--- src/rtl/sos_pkg.sv ---
// Shared types and constants for the biquad-cascade MAC sequencer.
package sos_pkg;

   typedef enum logic [2:0] {
      ST_IDLE  = 3'd0,
      ST_MAC   = 3'd1,
      ST_DRAIN = 3'd2,
      ST_WRITE = 3'd3,
      ST_DONE  = 3'd4
   } state_e;

   localparam logic [2:0] TAP_B0 = 3'd0;
   localparam logic [2:0] TAP_B1 = 3'd1;
   localparam logic [2:0] TAP_B2 = 3'd2;
   localparam logic [2:0] TAP_A1 = 3'd3;
   localparam logic [2:0] TAP_A2 = 3'd4;

   localparam int TAPS_PER_SECTION = 5;

endpackage

--- src/rtl/sos_sequencer.sv ---
// Control sequencer for a cascade of second-order IIR sections sharing one MAC.
// Walks five taps per section, waits out the MAC pipeline, then commits the state update.
module sos_sequencer
   import sos_pkg::*;
#(
   parameter int SECTIONS    = 8,
   parameter int MAC_LATENCY = 2,
   parameter int SW          = $clog2(SECTIONS + 1)
) (
   input  logic          clk_i,
   input  logic          srst_i,
   input  logic          start_i,
   output logic          busy_o,
   output logic [SW-1:0] sec_addr_o,
   output logic [2:0]    tap_o,
   output logic          mac_clear_o,
   output logic          mac_en_o,
   output logic          in_sel_o,
   output logic          state_we_o,
   output logic          done_o,
   output logic          overrun_o
);

   localparam int DW = (MAC_LATENCY > 1) ? $clog2(MAC_LATENCY) : 1;
   localparam logic [SW-1:0] LAST_SEC   = SW'(SECTIONS - 1);
   localparam logic [DW-1:0] LAST_DRAIN = DW'(MAC_LATENCY - 1);

   state_e        r_state, w_state_nxt;
   logic [SW-1:0] r_sec, w_sec_nxt;
   logic [2:0]    r_tap, w_tap_nxt;
   logic [DW-1:0] r_drain, w_drain_nxt;

   logic r_busy, r_clear, r_en, r_in_sel, r_we, r_done, r_ovr;
   logic w_busy_nxt, w_clear_nxt, w_en_nxt, w_in_sel_nxt, w_we_nxt, w_done_nxt, w_ovr_nxt;

   // Next-state, counter and output decode; outputs are decoded from the next state so they register cleanly.
   always_comb begin
      w_state_nxt = r_state;
      w_sec_nxt   = r_sec;
      w_tap_nxt   = r_tap;
      w_drain_nxt = r_drain;

      case (r_state)
         ST_IDLE, ST_DONE: begin
            w_sec_nxt   = '0;
            w_tap_nxt   = TAP_B0;
            w_drain_nxt = '0;
            if (start_i) begin
               w_state_nxt = ST_MAC;
            end else begin
               w_state_nxt = ST_IDLE;
            end
         end
         ST_MAC: begin
            if (r_tap == TAP_A2) begin
               w_state_nxt = ST_DRAIN;
               w_tap_nxt   = TAP_B0;
               w_drain_nxt = '0;
            end else begin
               w_tap_nxt   = r_tap + 3'd1;
            end
         end
         ST_DRAIN: begin
            if (r_drain == LAST_DRAIN) begin
               w_state_nxt = ST_WRITE;
            end else begin
               w_drain_nxt = r_drain + DW'(1);
            end
         end
         ST_WRITE: begin
            w_tap_nxt = TAP_B0;
            if (r_sec == LAST_SEC) begin
               w_state_nxt = ST_DONE;
               w_sec_nxt   = '0;
            end else begin
               w_state_nxt = ST_MAC;
               w_sec_nxt   = r_sec + SW'(1);
            end
         end
         default: begin
            w_state_nxt = ST_IDLE;
            w_sec_nxt   = '0;
            w_tap_nxt   = TAP_B0;
            w_drain_nxt = '0;
         end
      endcase

      w_busy_nxt   = (w_state_nxt == ST_MAC) || (w_state_nxt == ST_DRAIN) || (w_state_nxt == ST_WRITE);
      w_en_nxt     = (w_state_nxt == ST_MAC);
      w_clear_nxt  = (w_state_nxt == ST_MAC) && (w_tap_nxt == TAP_B0);
      w_we_nxt     = (w_state_nxt == ST_WRITE);
      w_done_nxt   = (w_state_nxt == ST_DONE);
      w_in_sel_nxt = w_busy_nxt && (w_sec_nxt != '0);
      // A start seen while a pass is running is dropped but remembered until reset.
      w_ovr_nxt    = r_ovr || (start_i && r_busy);
   end

   // State, counters and registered outputs.
   always_ff @(posedge clk_i) begin
      if (srst_i) begin
         r_state  <= ST_IDLE;
         r_sec    <= '0;
         r_tap    <= TAP_B0;
         r_drain  <= '0;
         r_busy   <= 1'b0;
         r_clear  <= 1'b0;
         r_en     <= 1'b0;
         r_in_sel <= 1'b0;
         r_we     <= 1'b0;
         r_done   <= 1'b0;
         r_ovr    <= 1'b0;
      end else begin
         r_state  <= w_state_nxt;
         r_sec    <= w_sec_nxt;
         r_tap    <= w_tap_nxt;
         r_drain  <= w_drain_nxt;
         r_busy   <= w_busy_nxt;
         r_clear  <= w_clear_nxt;
         r_en     <= w_en_nxt;
         r_in_sel <= w_in_sel_nxt;
         r_we     <= w_we_nxt;
         r_done   <= w_done_nxt;
         r_ovr    <= w_ovr_nxt;
      end
   end

   assign busy_o      = r_busy;
   assign sec_addr_o  = r_sec;
   assign tap_o       = r_tap;
   assign mac_clear_o = r_clear;
   assign mac_en_o    = r_en;
   assign in_sel_o    = r_in_sel;
   assign state_we_o  = r_we;
   assign done_o      = r_done;
   assign overrun_o   = r_ovr;

endmodule
--- config.mk ---
export PLATFORM = sky130hd
export DESIGN_NAME = sos_sequencer
export DESIGN_NICKNAME = d
export VERILOG_FILES = /design/src/rtl/sos_pkg.sv /design/src/rtl/sos_sequencer.sv
export SDC_FILE = /design/constraint.sdc
export NUM_CORES = 1
export LEC_CHECK = 0
export ABC_CLOCK_PERIOD_IN_PS = 2000
export BUFFER_PORTS_ARGS = -buffer_cell sky130_fd_sc_hd__buf_2
export CORE_MARGIN = 8
export CORE_UTILIZATION = 52
export DETAILED_ROUTE_END_ITERATION = 16
export PLACE_DENSITY = 0.87
export REMOVE_ABC_BUFFERS = 1
export SYNTH_ARGS = -nofsm -noshare
export SYNTH_HDL_FRONTEND = slang
export SYNTH_SLANG_ARGS = --single-unit
--- constraint.sdc ---
create_clock -name clk_i -period 2 [get_ports clk_i]
set_clock_uncertainty 0.1 [all_clocks]
set_input_delay 0.4 -clock clk_i [delete_from_list [all_inputs] [get_ports clk_i]]
set_output_delay 0.4 -clock clk_i [all_outputs]
set_load 0.005 [all_outputs]
==> impl_summary.md, run 1 <==
STA
The number of max-slew violations in the final report is 0. The final-layout setup total negative slack is 0 ns. The fmax is 516 MHz. Setup repair after global routing left no endpoint under its margin. Counting I/O delays and the setup requirement, the final critical path takes 1.94 ns. Measured against its own limit, the worst slew margin works out to 69.4%.

Once routing completed, OpenROAD measured the worst setup slack at 0.0637 ns. For the pin with the worst max-slew slack, the measured transition is 0.455 ns. The hold violation count in the final report came to 0. The final critical path takes up 96.8% of the cycle. The total setup violations reported at the end of the flow is 0.

Pwr
For this design the ratio of total power to cell area is 602 mW/mm^2. The peak ir drop on the vdd network is 395 uV. The reported leakage power is 0.467 nW.

Critical path
The timing startpoint of the critical path is tap_o[0]. The critical path start-end classification is register to register. The worst-path maximum fanout is 8. The largest stage delay on the critical path is 0.44 ns.

Data on the critical path is required at its endpoint by 2.10 ns. The depth of the worst register-to-register path is 6. STA classifies the critical path startpoint as a register. The endpoint of the most critical register-to-register path is mac_clear_o. The endpoint type of the worst setup path is a register. The setup check on the worst reg-to-reg path leaves a slack of 0.06 ns. In this run the critical register-to-register path is launched from tap_o[0]. Among cell families on the critical path, the largest total delay comes from simple AND/OR/NAND/NOR gates.

STA puts the critical path data arrival time at 2.03 ns. The critical path's slowest cell is sky130_fd_sc_hd__or4_4. The critical path goes through inv_1 -> ha_1 -> nand2_2 -> nor3b_4 -> or4_4 -> a2111oi_4. The cell count along the critical path is 6. The count of buffering cells on the critical path with inverters included is 1. The endpoint of the worst setup timing path is mac_clear_o.

Route
Dividing the detail-routed wire length by the instance count gives 14.2 um. The post-detailed-route via-to-cell ratio is 6.16. The DRC violation total after the first TritonRoute iteration is 24.

The final layout contains routed wiring with a total length of 1.97 mm. The overall via count from detail_route is 856. For this run, the detailed router's first-pass iteration total came to 4. The count of nets left with antenna violations once routing finished came out at 0. The number of design rule violations left after detail routing is 0.

Finish
After the last flow step, the layout net total stands at 130. The final-layout fill cell count is 133. The final core utilization is 62.6%. The area growth from synthesis to layout is 16.3%. The post-route netlist has 23.0% of its cells at a drive strength greater than 1.

The total inserted antenna cells is 0. The number of flip-flops under the largest register name is 4.

Clock network
The clock edge transition at the registers on the reported setup and hold paths is 0.09 ns. The number of clock buffers inserted by TritonCTS is 3. CTS placed an instance of sky130_fd_sc_hd__clkbuf_4 at the clock tree root. In this run, post-CTS hold repair placed 0 buffers. The H-tree depth reported by CTS is 1. The clock latency of the later-clocked register in the worst-skew pair is 0.30 ns.

For this design, the sink count on the clock tree is 18. TritonCTS built the clock tree. The worst-case clock buffer depth is 2.

Placement
The number of port buffers is 16. Once detailed placement completed, the half-perimeter wirelength came to 1.46 mm. The placer's final routability congestion estimate is 0.853.

The worst setup slack before clock tree synthesis is 0.121 ns.

Min path
The class of the most critical hold timing path is input port to register. The worst hold path startpoint is start_i.

Synth
Summed over its instances, the top area cell type makes up 40.1% of the synthesized netlist area. After synthesis, the largest family of logic cells by area is simple AND/OR/NAND/NOR gates. The number of storage elements in the synthesis netlist is 18.

Yosys instantiated no cell more often than sky130_fd_sc_hd__dfxtp_1. In this run the cell area of the synthesized design comes to 900 um^2. The largest total area in the synthesized netlist belongs to sky130_fd_sc_hd__dfxtp_1. The compound-cell area share of the yosys netlist is 19.3%.

The xor-xnor portion of the synthesized cell area is 1.95%. The number of warnings printed during yosys synthesis is 0. A synthesized cell averages 8.57 um^2. Among all flip-flop cells after synthesis, the most frequent one is sky130_fd_sc_hd__dfxtp_1. Of the total synthesized cell area, the portion taken by full adders, half adders and majority gates is 4.17%. After technology mapping, the gate count stands at 105. The share of the Yosys chip area taken by registers is 40.1%.

After synthesis, the share of cell area in mux cells is 2.23%. Counting flops with a built-in enable in the synthesized netlist gives 0. The number of different library cells used by synthesis comes to 38. The post-synthesis share of cell area spent on and, or, nand and nor gates is 27.1%. Ranked by total cell area, the synthesized netlist is headed by sky130_fd_sc_hd__dfxtp_1 40%, sky130_fd_sc_hd__a21oi_1 5.0%, sky130_fd_sc_hd__nor3_1 4.5%. Counting flops with an async set or reset pin after synthesis yields a share of 0%. In the synthesized netlist, the cells that appear most often are 18 x sky130_fd_sc_hd__dfxtp_1, 10 x sky130_fd_sc_hd__nor2_1, 9 x sky130_fd_sc_hd__a21oi_1, 8 x sky130_fd_sc_hd__nor3_1, 6 x sky130_fd_sc_hd__inv_1.

Global routing
The initial antenna violation count is 0. The number of global-route vias before repair is 773. The overflow left after global routing is 0.

The first global-routing pass estimated 3.26 mm of wire. The maximum number of pins on one net before global-route repair is 16. The total routing usage reported by global routing is 12.2%.

Die
The die footprint is 0.00332 mm^2. 17 I/O pins were placed. The floorplan has 15 rows. The initial core utilization is 53.9%. The die extent in y is 57.6 um. The area of the core is 0.00167 mm^2. The floorplan step set the die width to 57.6 um.

Run status
The run finished with clean final reports.

Flow run
The tool flagged a number of max-cap violations equal to 0.
[power by group]
part           total [W]  switching, W  leakage, nW  internal, W
combinational  0.0000755     0.0000420        0.307    0.0000335
sequential      0.000379    0.00000981        0.147     0.000370
clock           0.000175      0.000104       0.0138    0.0000702
[metal layers]
metal,global-route usage (%),wire length (um)
met1,12.9,835
met4,7.86,48
met2,20.3,939
met3,4.04,147
met5,0,0
[worst min-delay path by stage]
stage                           end  slack, ns  cells past startpoint
after floorplan           overrun_o       0.36                      2
after global placement    overrun_o       0.35                      2
after detailed placement  overrun_o       0.37                      2
after CTS                 overrun_o       0.28                      3
after global routing      overrun_o       0.30                      3
final                     overrun_o       0.27                      3
[kinds of logic (layout without fill, tap and decap cells)]
kind of cell             count (synthesis)  after routing
adder cells (fa/ha/maj)                  3              3
AO/OA/AOI/OAI                           26             26
flip-flops                              18             18
AND/OR/NAND/NOR                         42             42
buffers and inverters                   12             29
XOR/XNOR                                 2              2
multiplexers                             2              2
[layout by cell type (no fill, tap or decap), types with 3 or more instances in the layout]
master / netlist / layout
sky130_fd_sc_hd__buf_2: 1 / 16
sky130_fd_sc_hd__nor2_1: 10 / 10
sky130_fd_sc_hd__ha_1: 3 / 3
sky130_fd_sc_hd__buf_4: 0 / 4
sky130_fd_sc_hd__nand2_1: 5 / 5
sky130_fd_sc_hd__o21ai_0: 3 / 3
sky130_fd_sc_hd__nor3_1: 8 / 8
sky130_fd_sc_hd__a21o_1: 3 / 3
sky130_fd_sc_hd__inv_1: 6 / 6
sky130_fd_sc_hd__clkbuf_4: 0 / 3
sky130_fd_sc_hd__a21oi_1: 9 / 9
sky130_fd_sc_hd__dfxtp_1: 18 / 18
[tightest hold or removal path, cell delays in order]
cell,delay [ns]
sky130_fd_sc_hd__buf_2,0.10
sky130_fd_sc_hd__a21oi_1,0.06
sky130_fd_sc_hd__nor2_1,0.07
[layout make-up]
type                       count  area, um^2  area share, %
multi-input combinational     75         509           48.7
sequential                    18         360           34.4
timing repair buffer          20         110           10.5
clock buffer                   3        22.5           2.15
inverter                       6        22.5           2.15
tap                           17        21.3           2.03
[stage by stage]
stage	area (um^2)	total power, W	std cells	hold WS, ns
after floorplan	876	0.000428	99	0.360
after detailed placement	1010	0.000456	136	0.369
after CTS	1030	0.000625	139	0.277
after global placement	1010	0.000453	136	0.345
after global routing	1050	0.000660	139	0.295
final	1050	0.000630	139	0.271
[timing repair]
item                       4_1_cts  5_1_grt
buffers inserted                 0        0
resized for setup                0        2
setup endpoints to repair        0        1
(Power assumes the default switching activity.)
==> run 2, diff against run 1 <==
- CELL_PAD_IN_SITES_DETAIL_PLACEMENT: default -> 0
- CELL_PAD_IN_SITES_GLOBAL_PLACEMENT: default -> 2
- CORE_UTILIZATION: 52 -> 30
- PLACE_DENSITY: 0.87 -> 0.85
==> impl_summary.md, run 2 (synthesis gave the netlist of run 1 again) <==
Run status
The flow ran to the end, and the final reports show no timing, DRC or antenna violations.

Finish
The number of flip-flops under the largest register name was 4 (unchanged). The final core utilization was 35.9% (-27 points). Leaving out fill and tap cells, the most frequent cells in the layout are 18 x sky130_fd_sc_hd__dfxtp_1, 16 x sky130_fd_sc_hd__buf_2, 10 x sky130_fd_sc_hd__nor2_1. The library cell used most frequently in the layout, excluding fill and tap cells, is sky130_fd_sc_hd__dfxtp_1. The number of nets at the end of the flow was 131 (+0.77%). From synthesis to final layout, the design area changed by 17.8%. The fraction of final layout cells sized beyond drive strength 1 is 23.6% (+0.63 points). The total inserted antenna cells was 0 (unchanged).

Clock network
The total of hold buffers inserted after clock tree synthesis is 0 (unchanged). The worst-case clock buffer depth is 2 (unchanged). The clock latency of the later-clocked register in the worst-skew pair is 0.29 ns (about the same).

The TritonCTS clock tree is done. The H-tree depth reported by CTS is 1 (unchanged). The clock sink count came to 18 (unchanged). The clock edge transition at the registers on the reported setup and hold paths is 0.10 ns (about the same). The root buffer cell is sky130_fd_sc_hd__clkbuf_4. The number of clock buffers inserted by TritonCTS was 3 (unchanged).

Min path
The class of the most critical hold timing path is input port to register.

STA
Setup repair after global routing left no endpoint under its margin. The fmax is 536 MHz (+3.8%). The hold violation count in the final report is 0 (unchanged). The final-layout setup total negative slack is 0 ns (unchanged). The total setup violations reported at the end of the flow is 0 (unchanged). The share of the clock period used by the worst path after layout was 93.3% (-3.5 points).

The worst max-slew margin expressed relative to the limit is 67.7% (-1.7 points). The clock period minus final worst setup slack is 1.87 ns (-0.0700 ns). The number of max-slew violations in the final report is 0 (unchanged). The slew at the pin closest to its max-slew limit was 0.484 ns (+0.0284 ns).

Die
The top-level port count is 17 (unchanged). The horizontal die dimension is 70.8 um (+23%). The die footprint is 0.00501 mm^2 (+51%). The number of cell rows is 20 (+5). The die extent in y came to 70.8 um (+23%). The area of the core is 0.00295 mm^2 (+77%). The initial core utilization is 30.5% (-23 points).

Route
The overall via count from detail_route was 815 (-4.8%). The DRC violation total after the first TritonRoute iteration is 16 (-33%). The number of antenna-violating nets in the routed design is 0 (unchanged). The final routed wirelength across all metal layers is 2.25 mm (+14%).

The number of iterations in the first detailed-routing pass is 4 (unchanged). The number of design rule violations left after detail routing is 0 (unchanged). The routed length per instance is 14.4 um (+1.5%). The post-detailed-route via-to-cell ratio is 5.22 (-15%).

Placement
The placer's final routability congestion estimate was 0.796 (-6.6%). The number of port buffers is 16 (unchanged). The detailed placer's ending HPWL came to 1.65 mm (+14%).

Critical path
The critical path is of the register to register type. For this design, the slowest cell found on the critical path is sky130_fd_sc_hd__or4_1. The count of buffering cells on the critical path with inverters included came to 1 (unchanged).

The arrival time of data at the critical path endpoint was 1.95 ns (-0.08 ns). The largest stage delay on the critical path is 0.42 ns (-0.02 ns). The critical path goes through inv_1 -> ha_2 -> nand2_2 -> nor3b_4 -> or4_1 -> a2111oi_2.

The worst setup path is captured at a register. The worst-path maximum fanout is 4 (-4). The worst setup path is launched from a register.

The required time at the worst-slack endpoint is 2.09 ns (about the same). The family with the most delay on the worst path is simple AND/OR/NAND/NOR gates.

Pwr
The peak ir drop on the vdd network came to 221 uV (-44%). The power density relative to cell area is 594 mW/mm^2 (-1.3%). The reported leakage power is 0.470 nW (+0.52%).

Flow run
The max-capacitance violation count is 0 (unchanged).

Global routing
The overflow left after global routing is 0 (unchanged). The initial antenna violation count is 0 (unchanged). The maximum number of pins on one net before global-route repair is 16 (unchanged). The total routing usage reported by global routing was 9.54% (-2.7 points). The global-route wire length before repair was 3.93 mm (+20%). The number of global-route vias before repair is 868 (+12%).
run 2: cell types whose count changed in the layout (fill, tap and decap cells not counted):
cell | previous run | this run
sky130_fd_sc_hd__a2111oi_4 | 1 | 0
sky130_fd_sc_hd__buf_4 | 4 | 5
sky130_fd_sc_hd__or4_1 | 0 | 1
sky130_fd_sc_hd__or4_4 | 1 | 0
sky130_fd_sc_hd__ha_1 | 3 | 2
sky130_fd_sc_hd__a2111oi_2 | 0 | 1
sky130_fd_sc_hd__ha_2 | 0 | 1
run 2: cell type report:
cell class,instances,area (um^2)
Sequential cell,18,360
Clock buffer,3,22.5
Timing Repair Buffer,21,118
Tap cell,33,41.3
Fill cell,318,1890
Inverter,6,22.5
Multi-Input combinational cell,75,495
run 2: where the power goes:
part / leakage [nW] / switching [W] / internal [W]
Clock: 0.0138 / 0.000108 / 0.0000699
Combinational: 0.309 / 0.0000386 / 0.0000326
Sequential: 0.147 / 0.0000113 / 0.000370
Total: 0.470 / 0.000158 / 0.000472
run 2: worst paths after layout:
check        slack (ns)  cells after the start     endpoint      start
min reg2reg        0.39                      2    overrun_o  overrun_o
min                0.30                      3    overrun_o    start_i
max reg2reg        0.13                      6  mac_clear_o   tap_o[0]
max                0.13                      6  mac_clear_o   tap_o[0]
run 2: what timing repair did:
| action | CTS | global route |
|---|---|---|
| endpoints found under the hold margin | 0 | 0 |
| buffers inserted | 0 | 0 |
| endpoints found under the setup margin | 0 | 1 |
| resized for setup | 0 | 1 |
run 2: metrics by stage:
stage | worst slack (ns) | area [um^2] | hold WS [ns] | std cells | total power, W
global placement | 0.201 | 1030 | 0.357 | 153 | 0.000459
detailed placement | 0.144 | 1030 | 0.373 | 153 | 0.000461
floorplan | 0.220 | 876 | 0.360 | 99 | 0.000428
CTS | 0.0980 | 1060 | 0.287 | 156 | 0.000644
finish | 0.134 | 1060 | 0.301 | 156 | 0.000630
global route | 0.00680 | 1060 | 0.317 | 156 | 0.000669
run 2: tightest hold or removal path, cell delays in order:
cell                      delay [ns]
sky130_fd_sc_hd__buf_2          0.11
sky130_fd_sc_hd__a21oi_1        0.06
sky130_fd_sc_hd__nor2_1         0.08
run 2: routing by layer:
layer  global-route usage (%)  share of wire, %
met4                     3.46              0.58
met2                     16.9                49
met5                        0                 0
met1                     10.8                46
met3                     2.26               3.5
